==> src/rtl/logic_gate_pipe.sv <==
// rtl/logic_gate_pipe.sv - two-stage valid/ready bitwise reduction of NUM_IN operands with result counter
module logic_gate_pipe #(
    parameter int WIDTH  = 8,
    parameter int NUM_IN = 2,
    parameter int CNT_W  = 16
) (
    input  logic                    clk,
    input  logic                    rst,
    input  logic [NUM_IN*WIDTH-1:0] in_data,
    input  logic [2:0]              in_op,
    input  logic                    in_valid,
    output logic                    in_ready,
    output logic [WIDTH-1:0]        out_data,
    output logic                    out_err,
    output logic                    out_valid,
    input  logic                    out_ready,
    output logic [CNT_W-1:0]        res_count
);

    localparam logic [2:0] OP_AND  = 3'd0;
    localparam logic [2:0] OP_OR   = 3'd1;
    localparam logic [2:0] OP_XOR  = 3'd2;
    localparam logic [2:0] OP_NAND = 3'd3;
    localparam logic [2:0] OP_NOR  = 3'd4;
    localparam logic [2:0] OP_XNOR = 3'd5;
    localparam logic [2:0] OP_PASS = 3'd6;

    logic                    s1_valid;
    logic [NUM_IN*WIDTH-1:0] s1_data;
    logic [2:0]              s1_op;
    logic                    s2_load;
    logic [WIDTH-1:0]        and_r;
    logic [WIDTH-1:0]        or_r;
    logic [WIDTH-1:0]        xor_r;
    logic [WIDTH-1:0]        res;
    logic                    res_err;

    // S2 frees up when empty or being drained; S1 can take input when empty or moving up.
    assign s2_load  = !out_valid || out_ready;
    assign in_ready = !s1_valid || s2_load;

    // Bitwise reductions across all operands held in S1.
    always_comb begin
        and_r = '1;
        or_r  = '0;
        xor_r = '0;
        for (int k = 0; k < NUM_IN; k++) begin
            and_r = and_r & s1_data[k*WIDTH +: WIDTH];
            or_r  = or_r  | s1_data[k*WIDTH +: WIDTH];
            xor_r = xor_r ^ s1_data[k*WIDTH +: WIDTH];
        end
    end

    // Select the result for the S1 op code; the reserved code yields zero and flags an error.
    always_comb begin
        res     = '0;
        res_err = 1'b0;
        case (s1_op)
            OP_AND:  res = and_r;
            OP_OR:   res = or_r;
            OP_XOR:  res = xor_r;
            OP_NAND: res = ~and_r;
            OP_NOR:  res = ~or_r;
            OP_XNOR: res = ~xor_r;
            OP_PASS: res = s1_data[WIDTH-1:0];
            default: begin
                res     = '0;
                res_err = 1'b1;
            end
        endcase
    end

    // Stage 1: capture operands on input handshake, empty when contents move up with nothing new.
    always_ff @(posedge clk or posedge rst) begin
        if (rst) begin
            s1_valid <= 1'b0;
            s1_data  <= '0;
            s1_op    <= '0;
        end else if (in_valid && in_ready) begin
            s1_valid <= 1'b1;
            s1_data  <= in_data;
            s1_op    <= in_op;
        end else if (s2_load) begin
            s1_valid <= 1'b0;
        end
    end

    // Stage 2: register the result whenever it can load; holds while stalled.
    always_ff @(posedge clk or posedge rst) begin
        if (rst) begin
            out_valid <= 1'b0;
            out_data  <= '0;
            out_err   <= 1'b0;
        end else if (s2_load) begin
            out_valid <= s1_valid;
            if (s1_valid) begin
                out_data <= res;
                out_err  <= res_err;
            end
        end
    end

    // Wrapping count of output handshakes.
    always_ff @(posedge clk or posedge rst) begin
        if (rst) begin
            res_count <= '0;
        end else if (out_valid && out_ready) begin
            res_count <= res_count + {{(CNT_W-1){1'b0}}, 1'b1};
        end
    end

endmodule

==> config.mk <==
export PLATFORM = sky130hd
export DESIGN_NAME = logic_gate_pipe
export DESIGN_NICKNAME = d
export VERILOG_FILES = /design/src/rtl/logic_gate_pipe.sv
export SDC_FILE = /design/constraint.sdc
export NUM_CORES = 1
export LEC_CHECK = 0
export CORE_MARGIN = 8
export CORE_UTILIZATION = 40
export DETAILED_ROUTE_END_ITERATION = 8
export PLACE_DENSITY = 0.6
export SYNTH_ARGS = -nofsm -noshare
export SYNTH_HDL_FRONTEND = slang
export SYNTH_SLANG_ARGS = --single-unit
==> constraint.sdc <==
create_clock -name clk -period 2.13 [get_ports clk]
set_input_delay 0.213 -clock clk [delete_from_list [all_inputs] [get_ports clk]]
set_output_delay 0.213 -clock clk [all_outputs]
set_load 0.005 [all_outputs]
# Word-level counts from Yosys, hierarchy flattened
# Cells that the tools add are included.
[word_totals] register_bits=46 latch_bits=0 ram_bits=0 romBits=0 in_bits=23 out_inout_bits=27 wordCells=34 mem_count=0
[classes] add_sub_neg=1 n_mul=0 n_div=0 order_cmp=0 eq_ne=6 n_shift=0 mux=4 bitwise=6 n_reduce_logical=10
[ops] op="8-bit one-hot mux with 7 select lines" n=1
[ops] op="8-bit NOT" n=3
[ops] op="16-bit by 1-bit adder with 16-bit output (second input constant)" n=1
[ops] op="3-bit equality test (second input constant)" n=3
[ops] op="8-bit bitwise AND" n=1
[ops] op="8-bit OR" n=1
[ops] op="8-bit XOR" n=1
[ops] op="7-bit OR reduction" n=1
[ops] op="3-bit by 2-bit equality test with 1-bit output (second input constant)" n=2
[ops] op="3-bit by 1-bit equality test with 1-bit output (second input constant)" n=1
[ops] op="3-bit zero test" n=1
[ops] op="1-bit two-way mux" n=3
[ops] op="1-bit logical AND" n=2
[ops] op="1-bit zero test" n=2
[ops] op="1-bit logical OR" n=2
[ops] op="2-bit AND reduction" n=1
[ops] op="2-bit nonzero test" n=1

# Depth between registers and ports, before layout
# Gate-level depths: netlist of run 1.
[depth] depth_word=5 mapped_depth=6 depth_no_buf=6

# Worst setup path before layout of run 1
# OpenSTA, ideal clock, no wires.
[synth_timing] kind="register to register" startpoint="reg s1_op[2]" endpoint="reg out_data[2]" setup_time_ns=0.122 arrival_ns=1.365 t_required_ns=2.008 setup_slack_ns=0.644 stages_incl_launch_ff=6 n_path_buf=2 synth_period_minus_slack_ns=1.486 cell_sequence="dfrtp_1 -> buf_6 -> nor2b_1 -> buf_6 -> a2111o_1 -> a32o_1"
[synth_via] elab_chain_cells=2 elab_cells_between_ends=8 cone_classes="eq/ne: 6; mux: 1; reduce/logical: 1"
[synth_rtl] item="start, declared" line="30" rtl="logic [2:0] s1_op;"
[synth_rtl] item="start signal, assigned" line="82" rtl="s1_op <= in_op;"
[synth_rtl] item="3-bit equality test, or another cell as far along" line="58" rtl="case (s1_op)"
[synth_rtl] item="8-bit one-hot mux with 7 select lines (*)" line="58"
[synth_rtl] item="end signal, assigned" line="97" rtl="out_data <= res;"
[synth_rtl] item="end, declared" line="13" rtl="output logic [WIDTH-1:0] out_data,"
# Mark *: on every way between the ends. The rest lies on a longest branch, timed or not.
# A chain may end at the register's enable or synchronous reset.

# Final worst setup path of run 1
[layout_timing] startpoint="reg s1_op[2]" endpoint="reg out_data[6]"
# Same word-level chain as after synthesis.

==> flow_results.org, run 1 <==
** Run status
- Outcome :: complete, no violations

** Detailed routing
- Remaining number of nets flagged by the antenna check after routing :: 0
- In this run, the number of DRC markers left after iteration 0 of detailed routing was 75.
- For this block, the via count after detailed routing is 1884.
- After detailed routing, the number of vias per cell comes to 4.94.
- The final layout contains routed wiring with a total length of 5.36 mm.
- After detailed routing, the number of remaining DRC violations is 0.
- Wirelength per Cell :: 14.1 µm
- Before antenna repair, the detailed router went through 4 iterations.

** Critical path
- Required time worst endpoint :: 2320 ps
- Worst-path fanout max :: 8
- In this run the critical register-to-register path is captured at out_data[6].
- R2R Path Start :: s1_op[2]
- Worst Setup End Kind :: flop
- Slack of the worst reg-to-reg path :: 440 ps
- The worst register-to-register path has a depth of 5.
- In this run the worst setup path terminates at out_data[6].
- Critical path type :: flop to flop
- Worst path arrival time :: 1890 ps
- The worst setup path is launched from a flop.
- Tracing the worst setup path back leads to its startpoint at s1_op[2].

** STA
- Static timing analysis puts the maximum clock frequency at 0.591 GHz.
- In the final timing run, aggregate negative setup slack is 0 ps.
- The clock arrives with 5.41 ps of skew.
- Fin crit period :: 1690 ps
- Finish-stage setup viols :: 0
- Hold is met by 255 ps.
- Max-Slew Margin vs Limit :: 0.652
- Final hold viol count :: 0
- Slew Viols, Final :: 0
- Transition at the pin with the smallest max-transition slack :: 522 ps
- Dividing the final minimum period by the clock period gives 0.795.
- RSZ-0062 raised after global routing :: false

** Finish
- Final #Nets :: 343
- The finished cells cover 3350 µm².
- Relative to the synthesized area, the layout overhead comes to 28.4%.
- The repair_antennas step left the layout with diodes totalling 0.
- In the final layout, the share of cells above drive strength 1 is 0.145.

** Die
- For this design the top-level I/O count stands at 50.
- The initial utilization of the core area, before any placement, comes to 0.411.
- After floorplanning, the core was divided into 29 placement rows.
- Total Die Area :: 9370 µm²
- Die Width :: 96.8 µm
- The core region is 6350 µm².
- Die outline height :: 96.8 µm

** Logic synthesis
- Number of flops mapped to enable cells by yosys :: 0
- The average instance in the mapped netlist occupies 10.6 µm².
- For this run, the number of Yosys warnings is 0.
- Ys async rst share :: 1.00
- Yosys cell types :: 39
- Number of standard cells after synthesis :: 246
- Yosys reg bits :: 46
- In the synthesized netlist the dominant register cell turns out to be dfrtp_1.
- Synthesized Nets :: 286
- The synthesized netlist occupies a cell area of 2610 µm².
- Proportion of synthesized chip area in sequential cells :: 0.441

** Global routing
- The number of global-route vias before repair came to 1958.
- The initial antenna violation count is 0.
- Summed over all layers, the global routing overflow is 0.
- Global-route wire length before repair :: 9.23 mm
- Maximum number of pins on one net before global-route repair :: 47
- In the global route stage, overall resource usage came out at 0.116.

** CTS
- TritonCTS built the clock tree.
- Quantity of gates resized following cts :: 0
- The number of setup buffers added after CTS is 0.
- CTS buffer count :: 5
- Register clock-pin slew on the reported worst setup and hold paths :: 90 ps
- In this run the clock root is driven by a clkbuf_8.
- Post-cts hold buffer count :: 0
- Counting every sink on the clock net gives 46.
- Max clock buf depth :: 2
- Depth of the CTS H-tree :: 2
- Clock latency on the worst-skew pair, taken at its later pin, is 300 ps.

** Place
- Post-place instance area :: 3240 µm²
- The count of buffers added on input and output ports is 49.
- Once detailed placement completed, the half-perimeter wirelength came to 3.97 mm.
- The congestion estimate from routability-driven global placement came to 0.742.

** Power
- Power spread over the standard cell area amounts to 833 nW/µm².
- The analysis attributes to cell leakage a power of 1.52 nW.
- Worst IR drop on VDD :: 0.645 mV

** Run
- Max-cap check violation count :: 0

** Worst hold path
- The worst hold path belongs to the class input port to asynchronous set/reset pin.
[how the worst min path moves through the flow]
stage	endpoint	depth (start not counted)	slack, ps	from
6_report	s1_data[11]	3	250	rst
5_1_grt	s1_data[11]	3	270	rst
4_1_cts	res_count[15]	3	270	rst
3_5_place_dp	res_count[15]	1	470	res_count[15]
3_3_place_gp	out_data[6]	2	470	out_data[6]
2_1_floorplan	s1_valid	1	320	in_valid
[layout by cell type, fill, tap and decap left out, drive strengths merged, types with 3 or more instances in the layout]
cell type and n:
mux2 21, a32o 5, xnor2 12, o211ai 6, inv 29, nand2 18, mux2i 9, nand2b 10
nor2b 5, a211oi 3, xor2 3, nand4 4, a21oi 4, nor3 3, dfrtp 46, ha 17
clkdlybuf4s50 49, clkbuf 6, nor2 12, a2111o 3, nand3 6, buf 12
[Yosys cell counts (all sizes together), types with 2 or more instances]
cell     count  area, µm²
clkbuf       4       15.0
mux2        21        236
o211ai       6       45.0
a21oi        4       20.0
nand3        6       30.0
o2bb2ai      2       17.5
nand2       18       70.1
ha          17        213
xor2         3       26.3
dfrtp       46       1150
nand4        4       25.0
xnor2       12        105
nor2b        5       31.3
nand3b       2       15.0
a32o         5       50.1
nand2b      10       62.6
o31ai        2       15.0
a2111o       3       33.8
nor3         3       20.0
o211a        2       20.0
mux2i        9       90.1
inv         29        109
and3         2       12.5
nor2        12       47.6
a211o        2       17.5
a211oi       3       22.5
buf          7       56.3
[cells by family (layout without fill, tap and decap cells)]
group / after synthesis / after routing / share of synthesized area
xor+xnor: 15 / 15 / 0.0503
compound gates: 36 / 36 / 0.113
buf+inv: 40 / 98 / 0.0690
fa+ha+maj: 17 / 17 / 0.0815
simple gates: 62 / 62 / 0.120
flops: 46 / 46 / 0.441
mux: 30 / 30 / 0.125
[flip-flops by register name (all words and copies together) (netlist names)]
register / count
s1_op: 3
res_count: 16
out_data: 8
out_valid: 1
s1_valid: 1
s1_data: 16
out_err: 1
[through the flow]
step,total power [mW],std cells,util,worst slack [ps]
2_1_floorplan,1.76,246,-,644
3_3_place_gp,2.17,373,0.511,451
3_5_place_dp,2.19,373,0.511,388
4_1_cts,2.84,381,0.528,419
5_1_grt,3.00,381,0.528,314
6_report,2.79,381,0.528,438
[routing by layer]
| layer | share of wire | global-route usage |
|---|---|---|
| met5 | 0 | 0 |
| met2 | 0.45 | 0.182 |
| met4 | 0.012 | 0.0355 |
| met1 | 0.48 | 0.147 |
| met3 | 0.062 | 0.0398 |
[where the power goes]
part / internal [mW] / leakage (nW) / switching (mW)
clock: 0.350 / 0.0514 / 0.289
sequential: 1.04 / 0.562 / 0.173
combinational: 0.563 / 0.908 / 0.378
total: 1.95 / 1.52 / 0.841
[cell type report]
type | count | area, µm²
Timing Repair Buffer | 61 | 606
Fill cell | 577 | 3000
Tap cell | 77 | 96.3
Multi-Input combinational cell | 160 | 1280
Sequential cell | 46 | 1150
Inverter | 29 | 109
Clock buffer | 6 | 72.6
Clock inverter | 2 | 37.5
[critical path: stages, from the launching register on]
cell	delay, ps
dfrtp_1	500
nor2b_1	490
buf_4	220
nand2_1	50
o211a_1	120
o31ai_1	210
No activity file was read; power rests on OpenSTA's default activity.
==> inputs of run 2 (changes only) <==
--- a/config.mk
+++ b/config.mk
@@ -8,7 +8,7 @@
 export CORE_MARGIN = 8
 export CORE_UTILIZATION = 40
 export DETAILED_ROUTE_END_ITERATION = 8
-export PLACE_DENSITY = 0.6
+export PLACE_DENSITY = 0.63
 export SYNTH_ARGS = -nofsm -noshare
 export SYNTH_HDL_FRONTEND = slang
 export SYNTH_SLANG_ARGS = --single-unit
==> constraint.sdc (replaced) <==
create_clock -name clk -period 1.51 [get_ports clk]
set_input_delay 0.151 -clock clk [delete_from_list [all_inputs] [get_ports clk]]
set_output_delay 0.151 -clock clk [all_outputs]
set_load 0.005 [all_outputs]
==> run 2 against run 1 <==
Net effect: clock skew decreased by 1.6 ps; worst setup slack got worse by 440 ps; final cell count increased by 7.3%; hold slack got worse by 59 ps; register-to-register slack got worse by 440 ps; critical path depth unchanged; sequential power increased by 40%; first-iteration DRC count decreased by 57%; die area unchanged.
==> flow_results.org, run 2 (synthesis results as in run 1) <==
** Power
- Worst IR drop on VDD :: 0.889 mV (was 0.645 mV)
- The share of total power in the clock network came to 0.215 (was 0.229).
- The share of total power in sequential cells was 0.403 (was 0.434).
- The power density over the cells came to 1150 nW/µm² (was 833 nW/µm²).
- The share of total power in combinational logic is 0.382 (was 0.337).
- Net switching fraction of the power :: 0.302 (was 0.301)
- Leakage :: 1.68 nW (was 1.52 nW)
- Internal Power :: 2.92 mW (was 1.95 mW)
- The reported net switching power is 1.27 mW (was 0.841 mW).

** Finish
- The final layout net count was 371 (was 343).
- The layout filler cell count is 567 (was 577).
- Fraction of layout cells with a size suffix above 1 :: 0.268 (was 0.145)
- Commonest cells after routing, fill and taps aside :: clkdlybuf4s50_1 (47), dfrtp_1 (44), buf_4 (35) (was clkdlybuf4s50_1 (49), dfrtp_1 (46), inv_1 (28))
- Most common cell after layout, fill and taps aside :: clkdlybuf4s50_1 (unchanged)
- The final core utilization is 0.574 (was 0.528).
- Post-layout instance count excluding filler cells :: 409 (was 381)
- Registers with the most flip-flops :: res_count: 16 flops, s1_data: 16 flops, out_data: 8 flops (unchanged)
- The area overhead of the layout relative to synthesis is 39.6% (was 28.4%).
- The number of antenna cells inserted was 0 (unchanged).

** Critical path
- List of cells traversed by the critical path :: ha_1 -> nand2b_1 -> o22ai_2 -> a2111o_1 -> a32o_1 (was nor2b_1 -> buf_4 -> nand2_1 -> o211a_1 -> o31ai_1)
- CP max stage cell :: dfrtp_1 (unchanged)
- The endpoint of the worst register-to-register path is out_data[7] (was out_data[6]).
- Worst-path fanout max :: 3 (was 8)
- The launching element type of the critical path is a flop (unchanged).
- Startpoint of the most critical setup path :: s1_data[7] (was s1_op[2])
- The endpoint type of the worst setup path is a flop (unchanged).
- The required arrival time at the worst endpoint was 1700 ps (was 2320 ps).
- Worst path arrival time :: 1700 ps (was 1890 ps)
- Worst-case reg-to-reg path depth :: 5 (unchanged)
- The beginning of the worst register-to-register path was s1_data[7] (was s1_op[2]).
- Delay contributed by the slowest stage of the critical path :: 420 ps (was 500 ps)
- The worst setup path category is flop to flop (unchanged).
- Slack of the worst reg-to-reg path :: 0.1 ps (was 440 ps)

** Detailed routing
- The total via count in the routed design came to 2030 (was 1884).
- The first-pass iteration count of the detailed router came to 4 (unchanged).
- The final wirelength is 5.73 mm (was 5.36 mm).
- Detailed-route DRC error count :: 0 (unchanged)
- Wirelength per Cell :: 14.0 µm (was 14.1 µm)
- Remaining number of nets flagged by the antenna check after routing :: 0 (unchanged)
- Drt initial violations :: 32 (was 75)
- Vias per cell :: 4.96 (was 4.94)

** Global routing
- The initial antenna violation count was 0 (unchanged).
- Vias in the first global route :: 2126 (was 1958)
- The all-layer global routing usage is 0.123 (was 0.116).
- The first-pass GRT wire length came to 9.92 mm (was 9.23 mm).
- The total grt overflow was 0 (unchanged).
- The pin count of the biggest net entering global routing came to 47 (unchanged).

** STA
- Finish-stage setup viols :: 0 (unchanged)
- RSZ-0062 raised after global routing :: true (was false)
- Worst clock skew :: 3.77 ps (was 5.41 ps)
- Final hold viol count :: 0 (unchanged)
- The maximum operating frequency is 0.662 GHz (was 0.591 GHz).
- The transition time at the pin with the least slew margin came to 268 ps (was 522 ps).
- The final critical path time including I/O delays and setup was 1510 ps (was 1690 ps).
- Final period utilization :: 1.00 (was 0.795)
- Slew Viols, Final :: 0 (unchanged)
- The setup slack after layout was 0.114 ps (was 438 ps).
- The normalized max-slew margin came to 0.818 (was 0.652).

** Die
- Total Die Area :: 9370 µm² (unchanged)
- Number of top-level design ports :: 50 (unchanged)
- Number of core rows :: 29 (unchanged)
- Initial Util :: 0.411 (unchanged)
- Total core area :: 6350 µm² (unchanged)
- The floorplan die height was 96.8 µm (unchanged).
- Die Width :: 96.8 µm (unchanged)

** CTS
- Root Buffer Master :: clkbuf_8 (unchanged)
- Number of sinks handled by clock tree synthesis :: 46 (unchanged)
- The clock-pin slew of the registers on the worst-case setup and hold paths was 80 ps (was 90 ps).
- The CTS tree is built (unchanged).
- CTS buffer count :: 5 (unchanged)
- Depth of the CTS H-tree :: 2 (unchanged)
- The number of buffers on the longest clock path is 2 (unchanged).
- Clk Latency, worst-skew pair :: 300 ps (about the same)

** Place
- Half-perimeter wire length after detailed placement :: 4.08 mm (was 3.97 mm)
- The global placement routability congestion was 0.801 (was 0.742).
- Port buffer count :: 49 (unchanged)
- Worst Setup Slack post-DPL :: -78.6 ps (was 388 ps)
- The instance count after placement with tap cells included came to 389 (was 373).

** Run status
- Outcome: complete, no violations (unchanged).

** Run
- Max-cap check violation count :: 0 (unchanged)

** Worst hold path
- The worst min-delay path class is input port to asynchronous set/reset pin (unchanged).
run 2: metrics by stage:
step | power, mW | setup TNS, ps | cell area, µm² | hold slack (ps)
after floorplan | 2.48 | 0 | 2610 | 259
after global placement | 3.16 | -1080 | 3360 | 465
after detailed placement | 3.20 | -1630 | 3360 | 468
after CTS | 4.18 | 0 | 3550 | 209
after global routing | 4.50 | -210 | 3650 | 215
final | 4.19 | 0 | 3650 | 195
run 2: timing repair:
item	in CTS	in global routing
hold buffers	0	0
pin swaps	3	13
cloned	0	1
resized for setup	5	17
setup buffers	7	4
endpoints found under the setup margin	9	10
run 2: how the worst max path moves through the flow:
stage / slack, ps / end / cells after the start
final: 0.1 / out_data[7] / 5
after global routing: -80 / out_data[7] / 5
after CTS: 0.4 / out_data[5] / 5
after detailed placement: -80 / s1_op[1] / 5
after global placement: -60 / out_data[6] / 5
after floorplan: 20 / out_data[2] / 5
run 2: cell type report:
class	instances	area, µm²	share of cell area
multi-input cells	160	1350	0.371
flip-flops and latches	46	1150	0.316
clock buffers	6	72.6	0.0199
clock inverters	2	37.5	0.0103
repair buffers	89	826	0.226
inverters	29	109	0.0299
well taps	77	96.3	0.0264
run 2: power groups by stage:
stage          sequential [mW]  clock [mW]  combinational, mW
5_1_grt                   1.73       0.990               1.78
2_1_floorplan             1.68           0              0.793
6_report                  1.69       0.902               1.60
3_3_place_gp              1.70           0               1.46
3_5_place_dp              1.71           0               1.49
4_1_cts                   1.68       0.941               1.56
run 2: layer usage:
layer	vias up	share of wire	track usage
met1	962	0.46	0.146
met2	40	0.45	0.197
met3	10	0.073	0.0498
met5	-	0	0
li1	1018	-	-
met4	0	0.015	0.0426
run 2: critical path: cells and delay by family (launching register included):
kind | cells | cell delay, ps
adder cells (fa/ha/maj) | 1 | 230
flip-flops | 1 | 420
AND/OR/NAND/NOR | 1 | 90
AO/OA/AOI/OAI | 3 | 660
==> inputs of run 3 (changes only) <==
--- a/config.mk
+++ b/config.mk
@@ -9,6 +9,7 @@
 export CORE_UTILIZATION = 40
 export DETAILED_ROUTE_END_ITERATION = 8
 export PLACE_DENSITY = 0.63
+export SKIP_LAST_GASP = 1
 export SYNTH_ARGS = -nofsm -noshare
 export SYNTH_HDL_FRONTEND = slang
 export SYNTH_SLANG_ARGS = --single-unit
==> run 3 against run 2 <==
Net effect: global-route usage stayed put; highest routed layer unchanged; clock skew about the same; worst setup slack is essentially flat.
==> flow_results.org, run 3 (synthesis results as in run 1) <==
** Finish
- Cell area after layout :: 3640 µm² (was 3650 µm²)
- Total inserted antenna cells :: 0 (unchanged)
- Fill cells :: 568 (was 567)
- Fraction of layout cells with a size suffix above 1 :: 0.262 (was 0.268)
- Synthesis-to-layout area growth :: 39.4% (was 39.6%)
- Registers with the most flip-flops :: res_count: 16 flops, s1_data: 16 flops, out_data: 8 flops (unchanged)
- Commonest cells after routing, fill and taps aside: clkdlybuf4s50_1 (47), dfrtp_1 (44), buf_4 (35) (unchanged).
- Final #Nets :: 371 (unchanged)
- Most common cell after layout, fill and taps aside :: clkdlybuf4s50_1 (unchanged)
- Final Core Density :: 0.573 (was 0.574)
- The total area of multi-input combinational cells came to 1350 µm² (about the same).
- Area taken by flip-flops and latches :: 1150 µm² (unchanged)
- Post-layout instance count excluding filler cells :: 409 (unchanged)

** Global routing
- All-Layer GR Usage :: 0.123 (unchanged)
- Vias in the first global route :: 2126 (unchanged)
- The first-pass GRT wire length was 9.92 mm (unchanged).
- Initial antenna violation count :: 0 (unchanged)
- Congestion Overflow GR :: 0 (unchanged)
- The pin count of the biggest net entering global routing is 47 (unchanged).

** Critical path
- The largest stage delay on the critical path was 420 ps (about the same).
- The critical-path maximum fanout is 3 (unchanged).
- The worst reg-to-reg path cell count came to 5 (unchanged).
- The required arrival time at the worst endpoint is 1700 ps (about the same).
- Startpoint type of the worst setup path :: flop (unchanged)
- The endpoint of the worst register-to-register path is out_data[7] (unchanged).
- CP max stage cell :: dfrtp_1 (unchanged)
- Count of buffering cells on the critical path with inverters included :: 0 (unchanged)
- R2R Path Start :: s1_data[7] (unchanged)
- The data arrival time at the worst-slack endpoint is 1700 ps (about the same).
- Critical path type :: flop to flop (unchanged)
- The cell type group with the largest total delay on the critical path was compound AO/OA/AOI/OAI gates (unchanged).
- List of cells traversed by the critical path: ha_1 -> nand2b_1 -> o22ai_2 -> a2111o_1 -> a32o_1 (unchanged).
- Worst Setup End Kind :: flop (unchanged)
- The worst reg-to-reg setup slack came to 0.4 ps (was 0.1 ps).

** Die
- The initial cell density of the core is 0.411 (unchanged).
- The width of the die was 96.8 µm (unchanged).
- The die area came to 9370 µm² (unchanged).
- The placeable core region was 6350 µm² (unchanged).
- The floorplan die height is 96.8 µm (unchanged).
- Number of top-level design ports :: 50 (unchanged)
- The number of rows created at floorplan came to 29 (unchanged).

** Detailed routing
- Wirelength per Cell :: 14.0 µm (about the same)
- Detailed-route DRC error count :: 0 (unchanged)
- Vias post-DR :: 2037 (was 2030)
- First-pass iteration count of the detailed router :: 4 (unchanged)
- The final wirelength is 5.72 mm (was 5.73 mm).
- The post-route antenna net violation count was 0 (unchanged).
- Vias per cell :: 4.98 (was 4.96)
- Drt initial violations :: 38 (was 32)

** Worst hold path
- The worst min-delay path class was input port to asynchronous set/reset pin (unchanged).

** Place
- Port buffer count :: 49 (unchanged)
- Worst Setup Slack post-DPL :: -78.6 ps (unchanged)
- Half-perimeter wire length after detailed placement :: 4.08 mm (unchanged)
- The area after detailed placement came to 3360 µm² (unchanged).
- Gpl congestion :: 0.801 (unchanged)
- The instance count after placement with tap cells included came to 389 (unchanged).

** Power
- Worst IR drop on VDD :: 0.889 mV (about the same)
- The power after layout was 4.18 mW (was 4.19 mW).
- Leakage :: 1.68 nW (about the same)
- The power density over the cells is 1150 nW/µm² (about the same).

** Run status
- Outcome :: complete, no violations (unchanged)

** CTS
- Depth of the CTS H-tree :: 2 (unchanged)
- Number of sinks handled by clock tree synthesis :: 46 (unchanged)
- The hold buffer count at CTS is 0 (unchanged).
- Clock tree from TritonCTS :: built (unchanged)
- CTS buffer count :: 5 (unchanged)
- Register clock-pin slew on the reported worst setup and hold paths :: 80 ps (about the same)
- Root Buffer Master :: clkbuf_8 (unchanged)
- Max clock buf depth :: 2 (unchanged)
- The clock insertion delay at the later pin of the skew report is 300 ps (about the same).

** Run
- Max-cap check violation count :: 0 (unchanged)

** STA
- Final worst-path setup slack :: 0.447 ps (was 0.114 ps)
- Finish-stage setup viols :: 0 (unchanged)
- RSZ-0062 raised after global routing: true (unchanged).
- Worst clock skew :: 3.77 ps (about the same)
- The transition time at the pin with the least slew margin came to 269 ps (was 268 ps).
- Slew Viols, Final :: 0 (unchanged)
- Final hold viol count :: 0 (unchanged)
- The ratio of final minimum period to clock period is 1.00 (about the same).
- Fin crit period :: 1510 ps (about the same)
- The total negative slack for setup checks came to 0 ps (unchanged).
- Worst Hold Slack :: 195 ps (about the same)
- The maximum operating frequency came to 0.662 GHz (about the same).
- Max-Slew Margin vs Limit :: 0.818 (about the same)
==> run 3: cell types whose count changed in the layout (fill, tap and decap cells not counted) <==
cell | before | now
a21oi_1 | 3 | 4
a21oi_2 | 1 | 0
nor2_1 | 10 | 11
nor2_2 | 2 | 1
==> run 3: worst max path at each step <==
stage | end | cells after the start | startpoint | slack, ps
4_1_cts | out_data[5] | 5 | s1_data[5] | 0.4
2_1_floorplan | out_data[2] | 5 | s1_op[2] | 20
6_report | out_data[7] | 5 | s1_data[7] | 0.4
5_1_grt | out_data[7] | 5 | s1_data[7] | -80
3_5_place_dp | s1_op[1] | 5 | out_ready | -80
3_3_place_gp | out_data[6] | 5 | s1_op[2] | -60
==> run 3: final cells by class <==
class / instances / share of cell area
Multi-Input combinational cell: 160 / 0.370
Sequential cell: 46 / 0.317
Timing Repair Buffer: 89 / 0.227
Inverter: 29 / 0.0299
Tap cell: 77 / 0.0265
Clock buffer: 6 / 0.0199
Clock inverter: 2 / 0.0103
==> run 3: what timing repair did <==
item / 4_1_cts / 5_1_grt
gates cloned: 0 / 1
endpoints found under the setup margin: 9 / 10
pin swaps: 3 / 12
hold endpoints to repair: 0 / 0
buffers inserted: 7 / 4
resized for setup: 5 / 15
==> run 3: report_power, final <==
group / leakage (nW) / internal [mW] / switching [mW]
registers: 0.560 / 1.47 / 0.219
logic: 1.06 / 0.960 / 0.634
clock network: 0.0514 / 0.494 / 0.409
==> run 3: worst register-to-register path: stages, from the launching register on <==
cell and delay [ps]:
dfrtp_1 420, ha_1 230, nand2b_1 90, o22ai_2 70, a2111o_1 350, a32o_1 240
==> run 3: layer usage <==
metal / vias up / track usage / routed length (µm)
li1: 1019 / - / -
met5: - / 0 / 0
met1: 966 / 0.146 / 2620
met4: 0 / 0.0426 / 85
met2: 42 / 0.197 / 2590
met3: 10 / 0.0498 / 426
